$ cat src/rtl/game_pkg.sv
// Shared types for the game screen controller: FSM states and the one-hot
// screen-enable bundle decoded from them.
package game_pkg;

    typedef enum logic [1:0] {
        MENU      = 2'd0,
        GAME      = 2'd1,
        LEVEL_UP  = 2'd2,
        GAME_OVER = 2'd3
    } game_state_t;

    typedef struct packed {
        logic menu;
        logic game;
        logic levelup;
        logic over;
    } screen_en_t;

    function automatic screen_en_t decode_screen(input game_state_t st);
        screen_en_t en;
        en = '0;
        case (st)
            MENU:      en.menu    = 1'b1;
            GAME:      en.game    = 1'b1;
            LEVEL_UP:  en.levelup = 1'b1;
            GAME_OVER: en.over    = 1'b1;
            default:   en.menu    = 1'b1;
        endcase
        return en;
    endfunction

endpackage

$ cat src/rtl/game_ctrl_if.sv
// Signal bundle between the video/game logic side (master) and game_ctrl (slave).
interface game_ctrl_if;
    logic       vsync;
    logic       btn_start;
    logic       player_dead;
    logic       level_done;
    logic       menu_en;
    logic       game_en;
    logic       levelup_en;
    logic       over_en;
    logic [1:0] level;
    logic       frame_start;

    modport master (
        output vsync, btn_start, player_dead, level_done,
        input  menu_en, game_en, levelup_en, over_en, level, frame_start
    );

    modport slave (
        input  vsync, btn_start, player_dead, level_done,
        output menu_en, game_en, levelup_en, over_en, level, frame_start
    );
endinterface

$ cat src/rtl/btn_sync.sv
// Two-flop synchronizer for an asynchronous button followed by a rising-edge
// detector producing a single-cycle pulse.
module btn_sync (
    input  logic clk,
    input  logic rst_n,
    input  logic btn_in,
    output logic pulse
);
    logic [1:0] sync_reg;
    logic       prev_reg;

    always_ff @(posedge clk or negedge rst_n) begin
        if (!rst_n) begin
            sync_reg <= 2'b00;
            prev_reg <= 1'b0;
        end else begin
            sync_reg <= {sync_reg[0], btn_in};
            prev_reg <= sync_reg[1];
        end
    end

    assign pulse = sync_reg[1] & ~prev_reg;
endmodule

$ cat src/rtl/game_ctrl.sv
// Screen-level game FSM: events are latched as pending and only committed on
// a frame boundary so the displayed screen never changes mid-frame.
module game_ctrl
    import game_pkg::*;
#(
    parameter int OVER_FRAMES    = 180,
    parameter int LEVELUP_FRAMES = 60,
    parameter int NUM_LEVELS     = 3
) (
    input  logic        clk,
    input  logic        rst_n,
    game_ctrl_if.slave  bus
);
    localparam int MAX_FRAMES = (OVER_FRAMES > LEVELUP_FRAMES) ? OVER_FRAMES : LEVELUP_FRAMES;
    localparam int CNT_W      = $clog2(MAX_FRAMES + 1);
    localparam logic [CNT_W-1:0] LEVELUP_LAST = CNT_W'(LEVELUP_FRAMES - 1);
    localparam logic [CNT_W-1:0] OVER_LAST    = CNT_W'(OVER_FRAMES - 1);
    localparam logic [1:0]       LAST_LEVEL   = 2'(NUM_LEVELS - 1);

    logic             start_pulse;
    logic             vsync_prev_reg;
    logic             frame_start_reg;
    game_state_t      state_reg, state_next;
    screen_en_t       en_reg;
    logic [1:0]       level_reg, level_next;
    logic [CNT_W-1:0] cnt_reg, cnt_next;
    logic             pend_start_reg, pend_start_next;
    logic             pend_dead_reg, pend_dead_next;
    logic             pend_done_reg, pend_done_next;

    btn_sync u_btn_sync (
        .clk    (clk),
        .rst_n  (rst_n),
        .btn_in (bus.btn_start),
        .pulse  (start_pulse)
    );

    always_comb begin
        state_next      = state_reg;
        level_next      = level_reg;
        cnt_next        = cnt_reg;
        pend_start_next = pend_start_reg | (start_pulse      & (state_reg == MENU));
        pend_dead_next  = pend_dead_reg  | (bus.player_dead  & (state_reg == GAME));
        pend_done_next  = pend_done_reg  | (bus.level_done   & (state_reg == GAME));

        if (frame_start_reg) begin
            case (state_reg)
                MENU: begin
                    if (pend_start_reg) begin
                        state_next = GAME;
                        level_next = 2'd0;
                    end
                end
                GAME: begin
                    if (pend_dead_reg) begin
                        state_next = GAME_OVER;
                    end else if (pend_done_reg) begin
                        if (level_reg < LAST_LEVEL) begin
                            state_next = LEVEL_UP;
                            level_next = level_reg + 2'd1;
                        end else begin
                            state_next = GAME_OVER;
                        end
                    end
                end
                LEVEL_UP: begin
                    if (cnt_reg >= LEVELUP_LAST) state_next = GAME;
                    else                         cnt_next   = cnt_reg + 1'b1;
                end
                GAME_OVER: begin
                    if (cnt_reg >= OVER_LAST) begin
                        state_next = MENU;
                        level_next = 2'd0;
                    end else begin
                        cnt_next = cnt_reg + 1'b1;
                    end
                end
                default: state_next = MENU;
            endcase
        end

        // A commit discards everything, including an event sampled in the commit cycle.
        if (state_next != state_reg) begin
            cnt_next        = '0;
            pend_start_next = 1'b0;
            pend_dead_next  = 1'b0;
            pend_done_next  = 1'b0;
        end
    end

    always_ff @(posedge clk or negedge rst_n) begin
        if (!rst_n) begin
            vsync_prev_reg  <= 1'b0;
            frame_start_reg <= 1'b0;
            state_reg       <= MENU;
            en_reg          <= decode_screen(MENU);
            level_reg       <= 2'd0;
            cnt_reg         <= '0;
            pend_start_reg  <= 1'b0;
            pend_dead_reg   <= 1'b0;
            pend_done_reg   <= 1'b0;
        end else begin
            vsync_prev_reg  <= bus.vsync;
            frame_start_reg <= bus.vsync & ~vsync_prev_reg;
            state_reg       <= state_next;
            en_reg          <= decode_screen(state_next);
            level_reg       <= level_next;
            cnt_reg         <= cnt_next;
            pend_start_reg  <= pend_start_next;
            pend_dead_reg   <= pend_dead_next;
            pend_done_reg   <= pend_done_next;
        end
    end

    assign bus.menu_en     = en_reg.menu;
    assign bus.game_en     = en_reg.game;
    assign bus.levelup_en  = en_reg.levelup;
    assign bus.over_en     = en_reg.over;
    assign bus.level       = level_reg;
    assign bus.frame_start = frame_start_reg;
endmodule

$ cat src/flat_wrapper.sv
// flat-port wrapper written by rule: the top's interface ports become plain ports
module game_ctrl_flat import game_pkg::*;
#(
    parameter int OVER_FRAMES    = 180,
    parameter int LEVELUP_FRAMES = 60,
    parameter int NUM_LEVELS     = 3
)
  (clk, rst_n, bus_vsync, bus_btn_start, bus_player_dead, bus_level_done, bus_menu_en, bus_game_en, bus_levelup_en, bus_over_en, bus_level, bus_frame_start);
  game_ctrl_if bus_i ();
  input  logic clk;
  input  logic rst_n;
  input wire logic [$bits(bus_i.vsync)-1:0] bus_vsync;
  input wire logic [$bits(bus_i.btn_start)-1:0] bus_btn_start;
  input wire logic [$bits(bus_i.player_dead)-1:0] bus_player_dead;
  input wire logic [$bits(bus_i.level_done)-1:0] bus_level_done;
  output wire logic [$bits(bus_i.menu_en)-1:0] bus_menu_en;
  output wire logic [$bits(bus_i.game_en)-1:0] bus_game_en;
  output wire logic [$bits(bus_i.levelup_en)-1:0] bus_levelup_en;
  output wire logic [$bits(bus_i.over_en)-1:0] bus_over_en;
  output wire logic [$bits(bus_i.level)-1:0] bus_level;
  output wire logic [$bits(bus_i.frame_start)-1:0] bus_frame_start;
  assign bus_i.vsync = bus_vsync;
  assign bus_i.btn_start = bus_btn_start;
  assign bus_i.player_dead = bus_player_dead;
  assign bus_i.level_done = bus_level_done;
  assign bus_menu_en = bus_i.menu_en;
  assign bus_game_en = bus_i.game_en;
  assign bus_levelup_en = bus_i.levelup_en;
  assign bus_over_en = bus_i.over_en;
  assign bus_level = bus_i.level;
  assign bus_frame_start = bus_i.frame_start;
  game_ctrl #(.OVER_FRAMES(OVER_FRAMES), .LEVELUP_FRAMES(LEVELUP_FRAMES), .NUM_LEVELS(NUM_LEVELS)) u_core (.clk(clk), .rst_n(rst_n), .bus(bus_i));
endmodule
$ cat config.mk
export PLATFORM = sky130hd
export DESIGN_NAME = game_ctrl_flat
export DESIGN_NICKNAME = d
export VERILOG_FILES = /design/src/rtl/game_pkg.sv /design/src/rtl/game_ctrl_if.sv /design/src/rtl/btn_sync.sv /design/src/rtl/game_ctrl.sv /design/src/flat_wrapper.sv
export SDC_FILE = /design/constraint.sdc
export NUM_CORES = 1
export LEC_CHECK = 0
export ABC_CLOCK_PERIOD_IN_PS = 2500
export BUFFER_PORTS_ARGS = -buffer_cell sky130_fd_sc_hd__buf_2
export CAP_MARGIN = 20
export CORE_ASPECT_RATIO = 0.7
export CORE_MARGIN = 5
export CORE_UTILIZATION = 56
export CTS_BUF_LIST = sky130_fd_sc_hd__clkbuf_16
export CTS_CLUSTER_DIAMETER = 200
export DETAILED_ROUTE_END_ITERATION = 8
export GPL_ROUTABILITY_DRIVEN = 0
export PLACE_DENSITY_LB_ADDON = 0.12
export SLEW_MARGIN = 30
export SYNTH_ARGS = -nofsm -noshare
export SYNTH_HDL_FRONTEND = slang
export SYNTH_SLANG_ARGS = --single-unit
$ cat constraint.sdc
create_clock -name clk -period 2.5 [get_ports clk]
set_clock_uncertainty 0.15 [all_clocks]
set_input_delay 0.25 -clock clk [delete_from_list [all_inputs] [get_ports clk]]
set_output_delay 0.25 -clock clk [all_outputs]
set_load 0.02 [all_outputs]
Word level (Yosys, flattened, before mapping)
Index checks and enable logic that the tools add are counted.

Bits in registers: 24. Latch bits: 0. Memory bits (writable): 0. Memory bits (read-only): 0. Input port bits: 6. Logic and storage cells: 76. Memories kept: 0.

$add $sub $neg: 2. $mul: 0. Divide/modulo/power cells: 0. $lt $le $gt $ge: 3. Equality and inequality tests: 14. Shift operators: 0. Multiplexer cells: 26. Bitwise gates (word level): 10. Reduce and logical (&&, ||, !) cells: 7.

Operator list (number): 8-bit 2-to-1 mux (4); 2-bit 2-to-1 mux (11); 8-bit one-hot mux with 2 select lines (1); 8-bit by 1-bit adder with 8-bit output, second input constant (1); 2-bit equality test, second input constant (4); 8-bit by 6-bit greater-or-equal comparator with 1-bit output, second input constant (1); 8-bit greater-or-equal comparator, second input constant (1); 1-bit 2-to-1 mux (8); 2-bit one-hot mux with 4 select lines (1); 7-bit AND reduction (1); 2-bit by 1-bit inequality test with 1-bit output, second input constant (3); 3-bit inequality test, second input constant (2); 2-bit one-hot mux with 3 select lines (1); 3-bit nonzero test (2); 1-bit bitwise AND (5); 2-bit by 1-bit equality test with 1-bit output, second input constant (2); 2-bit zero test (2); 2-bit inequality test, second input constant (2); 4-bit AND reduction (1); 1-bit OR (3); 2-bit by 1-bit adder with 2-bit output, second input constant (1); 2-bit less-than comparator, second input constant (1); 2-bit inequality test (1); 1-bit inverter (2); 2-bit nonzero test (1).

Depth between registers and ports, before layout
Depth in word-level cells: 9. Mapped depth: 6.

By module
A second synthesis with hierarchy kept.

Cells, all modules: 108. Area, all modules: 1111.1 um^2.

Modules (own cells, without submodules): game_ctrl (instances 1, cells an instance 104, area an instance 1022.2 um^2); btn_sync (instances 1, cells an instance 4, area an instance 88.8 um^2).

Least setup slack after synthesis
Ideal clock, no wire load.

Path kind: reg-to-reg. From: register u_core.cnt_reg[0]. To: register u_core.cnt_reg[7]. Library setup time: 73 ps. Arrival: 1493 ps. Required time: 2277 ps. Setup slack: 784 ps. Stages on the path, launching flop included: 7. Clock period less this slack: 1716 ps. Cells stage by stage: dfrtp_1 ha_1 o211ai_2 o22ai_1 a21o_1 o21bai_4 a21oi_2.

Longest elaborated chain between the ends: 7.

Ends and longest elaborated chain: start: declaration (RTL line game_ctrl.sv:26) `logic [CNT_W-1:0] cnt_reg, cnt_next;`; start signal: assignment (RTL line game_ctrl.sv:108) `cnt_reg <= cnt_next;`; 8-bit greater-or-equal comparator or 8-bit by 6-bit greater-or-equal comparator with 1-bit output (tied branches) (RTL line game_ctrl.sv:71, game_ctrl.sv:67); 2-bit 2-to-1 mux (on tied branches) (RTL line game_ctrl.sv:71, game_ctrl.sv:67); 2-bit one-hot mux with 4 select lines (RTL line game_ctrl.sv:47) `case (state_reg)`; 2-bit 2-to-1 mux (RTL line game_ctrl.sv:46) `if (frame_start_reg) begin`; 2-bit inequality test (RTL line game_ctrl.sv:83) `if (state_next != state_reg) begin`; 3-bit inequality test (no source line) (tied with other cells); 4-bit AND reduction (no source line).

Several ways; a longest one is shown, not always the timed one. The select of a mux whose other input is x is not followed. A chain may end at the register's enable or synchronous reset.

Final worst setup path
From: register u_core.state_reg[1]. To: register u_core.en_reg, in the netlist u_core.bus.game_en.

RTL lines: start: declaration (RTL line game_ctrl.sv:23) `game_state_t state_reg, state_next;`; start signal: assignment (RTL line game_ctrl.sv:105) `state_reg <= state_next;`; 2-bit equality test (tied with other cells) (RTL line game_ctrl.sv:47); 2-bit one-hot mux with 4 select lines (*) (RTL line game_ctrl.sv:47); 2-bit 2-to-1 mux (*) (RTL line game_ctrl.sv:46); net u_core.state_next[0] (RTL line game_ctrl.sv:23); 2-bit by 1-bit equality test with 1-bit output (*) (RTL line game_pkg.sv:22) `case (st)`; 1-bit 2-to-1 mux (*) (RTL line game_pkg.sv:22); end signal: assignment (RTL line game_ctrl.sv:96) `en_reg <= decode_screen(MENU);`; end signal: assignment (RTL line game_ctrl.sv:106) `en_reg <= decode_screen(state_next);`; end: declaration (RTL line game_ctrl.sv:24) `screen_en_t en_reg;`.

Mark *: on every way through the listed nets, which the timed path passes. The rest lies on a longest branch.

==> reports/qor.csv <==
stage,metric,value,unit
worst_setup_path,critical path required time,2500,ps
sta,TNS Setup,0,ps
sta,relative max-transition margin,65.8,%
power,P_leak,0.622,nW
layout,cell area after layout,1400,um^2
yosys,Gate Count Post-Synth,115,
yosys,count of flip-flops with a built-in enable after synthesis,0,
worst_setup_path,Startpoint Class,flop,
floorplanning,die height,49.1,um
power,Net Sw Frac,36.4,%
sta,final worst slack,488,ps
detailed_routing,Post-Route WL,2.36,mm
power,sequential power share,41.8,%
worst_hold_path,Min-Delay Path Class,in2reg,
place,Placement Setup Slack,531,ps
worst_setup_path,kind of cell adding the most delay to the critical path,simple AND/OR/NAND/NOR gates,
cts,CTS max path bufs,2,
worst_setup_path,WP buf/inv,0,
yosys,"FFs w/ async S/R, synth",100,%
sta,final hold viol count,0,
cts,H-Tree Depth,1,
place,IO Port Bufs,12,
power,P per Cell Area,1160,nW/um^2
power,Worst VDD drop,0.000629,V
cts,TritonCTS Buffers,3,
sta,Pins Over Slew Limit,0,
yosys,Post-Syn Area per Cell,10.7,um^2
floorplanning,IO Pins,13,
detailed_routing,Routed Antenna Nets,0,
cts,"CTS clk-pin slew, worst paths",60,ps
yosys,Yosys warning count,0,
cts,insertion delay to the later sink of the worst-skew pair,260,ps
sta,FMAX,497,MHz
worst_setup_path,critical path endpoint category,flop,
layout,# fillers,172,
detailed_routing,DRC,0,
sta,unrepaired setup endpoints after global routing,false,
floorplanning,row count,14,
layout,FF+latch area,602,um^2
floorplanning,core box area,2120,um^2
layout,multi-input logic area,554,um^2
worst_setup_path,CP Data Arrival Time,2010,ps
place,Post-DP HPWL,1.67,mm
yosys,commonest register cell after synthesis,dfrtp_1,
worst_setup_path,Setup CP Type,reg2reg,
floorplanning,Die W,65.9,um
sta,min Tclk post-route,2010,ps
detailed_routing,Routed wire per std cell,14.8,um
status,status,"complete, no violations",
power,Clock power frac,28.1,%
sta,Slew @ Worst Pin,514,ps
detailed_routing,Initial DRC Count,26,
floorplanning,Starting Density,57.8,%
place,area of placed instances,1270,um^2
yosys,"Seq/Total Area, Yosys",49.1,%
grt,initial antenna violation count,0,
layout,# nets final,136,
cts,CTS tree,yes,
grt,Overflow after GRT,0,
layout,# diodes,0,
layout,max FFs per register,8,
grt,first-pass GRT wire length,3.97,mm
worst_setup_path,Critical-path top delay cell,dfrtp_1,
detailed_routing,vias per cell,5.65,
yosys,Mapped Area,1220,um^2
cts,CTS Sinks,24,
cts,clk root buf,clkbuf_16,
yosys,Syn Nets,122,
power,P_int,1.04,mW
power,Final Power,1.63,mW
yosys,Unique masters post-synth,45,
cts,CTS resizes,0,
layout,share of cells above drive strength 1,28.9,%
yosys,"flops & latches, synth",24,
detailed_routing,DR vias,904,
worst_setup_path,Max Fanout on Critical Path,12,
floorplanning,Die Footprint,3240,um^2
detailed_routing,drt first pass iters,4,
grt,vias in the first global route,836,
grt,largest net degree at the start of global routing,25,
sta,fin crit share,80.5,%
layout,Syn-to-layout area delta,14.5,%
worst_setup_path,Crit path largest cell delay,570,ps
sta,Final Setup Violations,0,
worst_setup_path,CP cell instances,"nand2_2, nor4_1, a21oi_2, o22a_2, and3_1",
power,Psw,0.593,mW
run,max-cap check violation count,0,
grt,gr usage total,16.1,%
power,Combinational Power Share,30.0,%
## routing by layer
layer | GRT usage [%] | vias to the layer above | share of wire (%)
met3 | 4.84 | 5 | 6.1
met1 | 22.6 | 435 | 48
li1 | - | 437 | -
met4 | 4.14 | 0 | 1.1
met5 | 0 | - | 0
met2 | 24.0 | 27 | 44
## power by group through the flow
stage / Sequential, mW / Clock [mW] / Combinational, mW
floorplan: 0.649 / 0 / 0.428
global placement: 0.678 / 0 / 0.471
detailed placement: 0.683 / 0 / 0.484
CTS: 0.677 / 0.464 / 0.493
global route: 0.704 / 0.488 / 0.539
finish: 0.681 / 0.458 / 0.489
## per-stage QoR
step / hold slack (ps) / cells / util, %
5_1_grt: 93.6 / 160 / 66.2
2_1_floorplan: -196 / 115 / -
3_3_place_gp: 102 / 153 / 59.8
4_1_cts: 87.6 / 160 / 66.2
6_report: 89.1 / 160 / 66.2
3_5_place_dp: 109 / 153 / 59.8
## path summary, 6_finish.rpt
check	from	to	slack [ps]	depth (start not counted)
hold reg to reg	u_core.u_btn_sync.sync_reg[0]$_DFF_PN0_	u_core.u_btn_sync.sync_reg[1]$_DFF_PN0_	200	0
setup / recovery	u_core.state_reg[1]$_DFF_PN0_	u_core.bus.game_en$_DFF_PN0_	490	5
setup reg to reg	u_core.state_reg[1]$_DFF_PN0_	u_core.bus.game_en$_DFF_PN0_	490	5
hold / removal	bus_player_dead	u_core.pend_dead_reg$_DFF_PN0_	90	3
min in group asynchronous	rst_n	u_core.vsync_prev_reg$_DFF_PN0_	340	2
max in group asynchronous	rst_n	u_core.bus.menu_en$_DFF_PN1_	1500	2
## cells in the mapped netlist (2+ instances only)
library cell / number / area share, %
a21o_1: 2 / 1.2
o21ai_0: 2 / 0.82
o21ai_1: 3 / 1.2
nor2_1: 5 / 1.5
nor2_2: 6 / 3.1
inv_1: 3 / 0.92
a21oi_2: 3 / 2.1
dfrtp_1: 23 / 47
a31oi_1: 2 / 1.0
nand2b_1: 3 / 1.5
nor4_1: 4 / 2.0
buf_6: 4 / 3.7
nor2b_1: 2 / 1.0
nand4_1: 3 / 1.5
a21oi_1: 8 / 3.3
nor3b_1: 2 / 1.2
nand3_1: 4 / 1.6
nand2_1: 9 / 2.8
## logic make-up after synthesis
| kind of cell | count (synthesis) | synth area share (%) |
|---|---|---|
| XOR/XNOR | 2 | 1.43 |
| buffers and inverters | 9 | 5.62 |
| adder cells (fa/ha/maj) | 1 | 1.02 |
| flip-flops | 24 | 49.1 |
| AO/OA/AOI/OAI | 30 | 19.4 |
| AND/OR/NAND/NOR | 49 | 23.4 |
## timing repair
item,in CTS,in global routing
endpoints found under the hold margin,25,0
setup buffers,0,0
hold buffers,3,0
## layout make-up
| type | instances | share of cell area [%] |
|---|---|---|
| tap | 32 | 2.85 |
| sequential | 24 | 42.9 |
| clock inverter | 1 | 2.14 |
| inverter | 3 | 0.803 |
| clock buffer | 3 | 5.35 |
| timing repair buffer | 15 | 6.42 |
| multi-input combinational | 82 | 39.5 |
## worst register-to-register path: stages, from the launching register on
cell	delay [ps]
dfrtp_1	570
nand2_2	260
nor4_1	410
a21oi_2	90
o22a_2	260
and3_1	160
## cells in the final DEF, fill, tap and decap left out, types with 2 or more instances in the layout
master / count
nor2_1: 5
a21oi_1: 8
clkbuf_16: 3
a21oi_2: 3
nor3b_1: 2
nand2b_1: 3
inv_1: 3
dlygate4sd3_1: 3
a31oi_1: 2
dfrtp_1: 23
nand4_1: 3
nand2_1: 9
o21ai_0: 2
buf_2: 12
nand3_1: 4
nor2_2: 6
o21ai_1: 3
nor2b_1: 2
nor4_1: 4
a21o_1: 2
No activity file was read; power rests on OpenSTA's default activity.
